==> src/rtl/spike_rate_meter.sv <==
// Spike-train consumer: counts spike edges per back-to-back window and tracks the
// interval between the two most recent spikes, publishing both through valid/ready.
module spike_rate_meter #(
   parameter int WIN_W = 16,
   parameter int CNT_W = 8,
   parameter int ISI_W = 8
) (
   input  logic             clk,
   input  logic             reset_n,
   input  logic             spike,
   input  logic [WIN_W-1:0] win_len,
   input  logic             out_ready,
   output logic             out_valid,
   output logic [CNT_W-1:0] rate,
   output logic [ISI_W-1:0] isi,
   output logic             isi_ok,
   output logic             rate_sat,
   output logic             overrun,
   output logic             busy
);

   localparam logic [CNT_W-1:0] CNT_MAX = '1;
   localparam logic [ISI_W-1:0] ISI_MAX = '1;

   typedef enum logic {S_IDLE, S_COUNT} state_t;

   state_t           r_state, w_state_nxt;
   logic             r_spike_q;
   logic [WIN_W-1:0] r_win_cnt;
   logic [CNT_W-1:0] r_acc;
   logic             r_sat;
   logic [ISI_W-1:0] r_since;
   logic [ISI_W-1:0] r_isi_last;
   logic             r_seen1;
   logic             r_seen2;

   logic             w_event;
   logic             w_last;
   logic             w_restart;
   logic             w_hs;
   logic             w_acc_ovf;
   logic [CNT_W-1:0] w_acc_inc;

   // spike_q resets high so a level already present at reset release is not an edge
   assign w_event   = spike & ~r_spike_q;
   assign w_last    = (r_state == S_COUNT) && (r_win_cnt == WIN_W'(1));
   assign w_hs      = out_valid & out_ready;
   assign w_acc_ovf = w_event & (r_acc == CNT_MAX);
   assign w_acc_inc = w_acc_ovf ? r_acc : r_acc + {{(CNT_W-1){1'b0}}, w_event};
   assign busy      = (r_state == S_COUNT);

   always_ff @(posedge clk or negedge reset_n) begin
      if (!reset_n) r_state <= S_IDLE;
      else          r_state <= w_state_nxt;
   end

   // w_restart samples win_len at every window start, including the back-to-back reload
   always_comb begin
      w_state_nxt = r_state;
      w_restart   = 1'b0;
      case (r_state)
         S_IDLE: begin
            if (win_len != '0) begin
               w_state_nxt = S_COUNT;
               w_restart   = 1'b1;
            end
         end
         S_COUNT: begin
            if (w_last) begin
               w_restart = 1'b1;
               if (win_len == '0) w_state_nxt = S_IDLE;
            end
         end
         default: w_state_nxt = S_IDLE;
      endcase
   end

   always_ff @(posedge clk or negedge reset_n) begin
      if (!reset_n) begin
         r_spike_q <= 1'b1;
         r_win_cnt <= '0;
         r_acc     <= '0;
         r_sat     <= 1'b0;
      end else begin
         r_spike_q <= spike;
         if (w_restart) begin
            r_win_cnt <= win_len;
            r_acc     <= '0;
            r_sat     <= 1'b0;
         end else if (r_state == S_COUNT) begin
            r_win_cnt <= r_win_cnt - WIN_W'(1);
            r_acc     <= w_acc_inc;
            r_sat     <= r_sat | w_acc_ovf;
         end
      end
   end

   // ISI runs regardless of FSM state; the first edge only arms it
   always_ff @(posedge clk or negedge reset_n) begin
      if (!reset_n) begin
         r_since    <= '0;
         r_isi_last <= '0;
         r_seen1    <= 1'b0;
         r_seen2    <= 1'b0;
      end else if (w_event) begin
         r_since <= '0;
         r_seen1 <= 1'b1;
         if (r_seen1) begin
            r_isi_last <= (r_since == ISI_MAX) ? ISI_MAX : r_since + ISI_W'(1);
            r_seen2    <= 1'b1;
         end
      end else if (r_since != ISI_MAX) begin
         r_since <= r_since + ISI_W'(1);
      end
   end

   always_ff @(posedge clk or negedge reset_n) begin
      if (!reset_n) begin
         out_valid <= 1'b0;
         rate      <= '0;
         isi       <= '0;
         isi_ok    <= 1'b0;
         rate_sat  <= 1'b0;
         overrun   <= 1'b0;
      end else if (w_last) begin
         out_valid <= 1'b1;
         rate      <= w_acc_inc;
         rate_sat  <= r_sat | w_acc_ovf;
         isi       <= r_isi_last;
         isi_ok    <= r_seen2;
         if (out_valid & ~out_ready) overrun <= 1'b1;
      end else if (w_hs) begin
         out_valid <= 1'b0;
         overrun   <= 1'b0;
      end
   end

endmodule
==> config.mk <==
export PLATFORM = sky130hd
export DESIGN_NAME = spike_rate_meter
export DESIGN_NICKNAME = d
export VERILOG_FILES = /design/src/rtl/spike_rate_meter.sv
export SDC_FILE = /design/constraint.sdc
export NUM_CORES = 1
export LEC_CHECK = 0
export ABC_AREA = 1
export CELL_PAD_IN_SITES_DETAIL_PLACEMENT = 0
export CELL_PAD_IN_SITES_GLOBAL_PLACEMENT = 1
export CORE_ASPECT_RATIO = 0.5
export CORE_MARGIN = 2
export CORE_UTILIZATION = 36
export CTS_CLUSTER_SIZE = 30
export DETAILED_ROUTE_END_ITERATION = 10
export GPL_TIMING_DRIVEN = 1
export PLACE_DENSITY = 0.72
export SLEW_MARGIN = 0
export SYNTH_ARGS = -nofsm -noshare
export SYNTH_HDL_FRONTEND = slang
export SYNTH_SLANG_ARGS = --single-unit
==> constraint.sdc <==
create_clock -name clk -period 4.24 [get_ports clk]
set_input_delay 1.272 -clock clk [delete_from_list [all_inputs] [get_ports clk]]
set_output_delay 1.272 -clock clk [all_outputs]
set_load 0.05 [all_outputs]
==> results.cfg <==
[sta]
hold_viol_final = 0
clock_skew_ns = 0.00934
tightest_slew_ns = 0.756
slew_violations = 0
max-slew-margin-rel_pct = 49.6
max_freq_mhz = 340
fin_crit_ns = 2.94
timing.hold.ws_ns = 0.458
setup_viol = 0
rsz0062_at_grt = false
fin_crit_sh_pct = 69.4
tns_ns = 0

[layout]
antenna_cells = 0
fin_util_pct = 45.8
finalNetCount = 530
area_delta_synth_final_pct = 23.4
drive_gt1_share_pct = 9.02

[logic_synthesis]
synth_area_um2 = 3500
yosysSeqAreaShare_pct = 46.5
ys_ff_latch = 65
synth_fp_nets = 488
yosysWarningCount = 0
syn_area_per_cell_um2 = 7.56
synthCells = 463
ys_types = 30

[global_route]
grt_pass1_vias = 2818
grtUsageTotal_pct = 16.8
antenna_found_initial = 0
grt_pass1_wl_mm = 13.6
grt_max_degree = 33
grt-ovfl-total = 0

[power_and_ir_drop]
p_seq_share_pct = 42.3
power_frac_clock_pct = 46.7
pwr-share-comb_pct = 11.0
p_per_area_nw_per_um2 = 397
p_sw_share_pct = 25.8
p_sw_mw = 0.442
leakage_nw = 2.05
ir_worst_vdd_uv = 203
p_int_mw = 1.27

[floorplanning]
dieArea_um2 = 10600
ioPinCount = 41
row_count = 25
die_y_um = 73.7
start_util_pct = 37.1
die-width_um = 143
core_area_um2 = 9450

[clock_network]
cts_tree = built
hold_buffers = 0
clock_sinks = 65
clock_latency_ns = 0.33
cts_setup_buffers = 0
htreeDepth = 3
cts_buffer_depth = 2
clkTransAtPathRegs_ns = 0.06
numCtsBuffers = 9
post_cts_resize_count = 0
ctsRootBufferMaster = clkbuf_16

[critical_path]
cp_common_cell = inv_1
rr_worst_depth = 6
cp_num_buf_inv = 4
crit_fanout = 11
r2r-end = r_isi_last[1]
cp.depth = 8
cpLargestDelayFamily = buffers and inverters
worstSetupPathType = input port to register
crit_path_start_kind = input port
arrival_ns = 3.15
required_ns = 4.45
cp-end-kind = register
regToRegStartpoint = r_spike_q
cpMaxStageDelayCell = clkdlybuf4s50_1
startpoint = spike
crit_end = r_isi_last[1]
cp_cell_sequence = clkdlybuf4s50_1 -> inv_1 -> nor2_2 -> inv_1 -> nor2_1 -> inv_1 -> nand2_1 -> o21ai_0
reg2reg_slack_ns = 2.40
critPathMaxStageDelay_ns = 0.48

[drt]
vias = 2969
dr.pass1.iters = 4
totalWireLength_mm = 7.97
drt-initial-drc-count = 110
ant_nets = 0
wl_per_cell_um = 12.4
via_per_inst = 4.60
drc_errors = 0

[place]
place_congestion = 0.767
hpwl_mm = 5.65
io_buffers = 40

[min_path]
min-delay-path-class = register to register

[run]
drv_cap = 0

[run_status]
outcome = finished, final reports clean
==> power groups by stage <==
stage               Sequential [mW]  Clock (mW)  Combinational, mW
floorplan                     0.722           0              0.131
global placement              0.737           0              0.190
detailed placement            0.736           0              0.191
CTS                           0.726       0.827              0.192
global route                  0.734       0.860              0.224
finish                        0.726       0.803              0.188
==> kinds of logic after synthesis <==
| kind of cell | share of synthesized area [%] |
|---|---|
| fa+ha+maj | 1.79 |
| compound gates | 4.07 |
| flops | 46.5 |
| xor+xnor | 1.50 |
| simple gates | 38.5 |
| buf+inv | 7.61 |
==> layout make-up <==
cell class	count	area [um2]
Inverter	45	174
Tap cell	135	169
Clock inverter	7	101
Clock buffer	9	225
Fill cell	970	5120
Sequential cell	65	1630
Multi-Input combinational cell	341	1610
Timing Repair Buffer	43	418
==> tightest hold or removal path, stage by stage, from the launching register on <==
cell and delay [ns]:
dfrtp_1 0.32, inv_1 0.05, nand2_1 0.06
==> synthesized netlist by cell type <==
cell type,count,area [um2]
o21ai_0,11,55.1
nand3b_1,5,37.5
a31oi_1,1,6.26
o21a_1,4,30.0
nand3_2,6,60.1
ha_1,5,62.6
a21oi_1,4,20.0
o21ai_1,3,15.0
nor2_1,39,146
dfstp_2,1,26.3
nand2_4,1,11.3
nand3_1,52,260
inv_1,43,161
clkbuf_1,1,3.75
nor2_8,1,20.0
dfrtp_1,64,1600
nand2_1,181,679
a21oi_4,1,16.3
buf_4,1,7.51
inv_4,2,12.5
xnor2_1,1,8.76
buf_6,5,56.3
nor2_2,5,31.3
nand2_2,7,43.8
buf_2,5,25.0
and2_1,1,6.26
or2_2,1,6.26
xor2_1,5,43.8
nor3_2,1,10.0
nand4_1,6,37.5
==> per-layer routing <==
metal | GRT usage (%) | share of wire, %
met5 | 0 | 0
met4 | 4.25 | 0.16
met3 | 4.50 | 3.5
met2 | 28.1 | 46
met1 | 21.9 | 50
==> flip-flops by register name (all words and copies together), names as in the netlist, 8 cells and up <==
name	flops
rate	8
r_win_cnt	16
r_since	8
r_isi_last	8
isi	8
r_acc	8
==> layout by cell type (no fill, tap or decap), types with 2 or more instances in the layout <==
master,synthesis,final
nand3b_1,5,5
bufinv_16,0,2
a21oi_1,4,4
o21a_1,4,4
nand2_2,7,7
inv_6,0,2
o21ai_1,3,3
nor2_1,39,39
xor2_1,5,5
buf_4,1,3
nand2_1,181,181
inv_4,2,2
inv_1,43,43
nand3_1,52,52
nand3_2,6,6
nor2_2,5,5
ha_1,5,5
clkbuf_16,0,9
o21ai_0,11,11
nand4_1,6,6
clkinvlp_4,0,2
clkdlybuf4s50_1,0,39
dfrtp_1,64,64
==> worst min path at each step <==
stage	start	end	slack (ns)	depth (start not counted)
2_1_floorplan	r_seen1	r_seen1	0.42	2
3_3_place_gp	r_seen1	r_seen1	0.45	2
3_5_place_dp	r_seen1	r_seen1	0.45	2
4_1_cts	r_seen1	r_seen1	0.46	2
5_1_grt	r_seen1	r_seen1	0.49	2
6_report	r_seen1	r_seen1	0.46	2
==> through the flow <==
stage	std cells	setup slack [ns]	power, mW	area, um2
after floorplan	463	1.82	0.853	3500
after global placement	629	1.01	0.927	4000
after detailed placement	629	0.966	0.928	4000
after CTS	645	1.29	1.75	4320
after global routing	645	1.05	1.82	4320
final	645	1.30	1.72	4320
No activity file was read; power rests on OpenSTA's default activity.
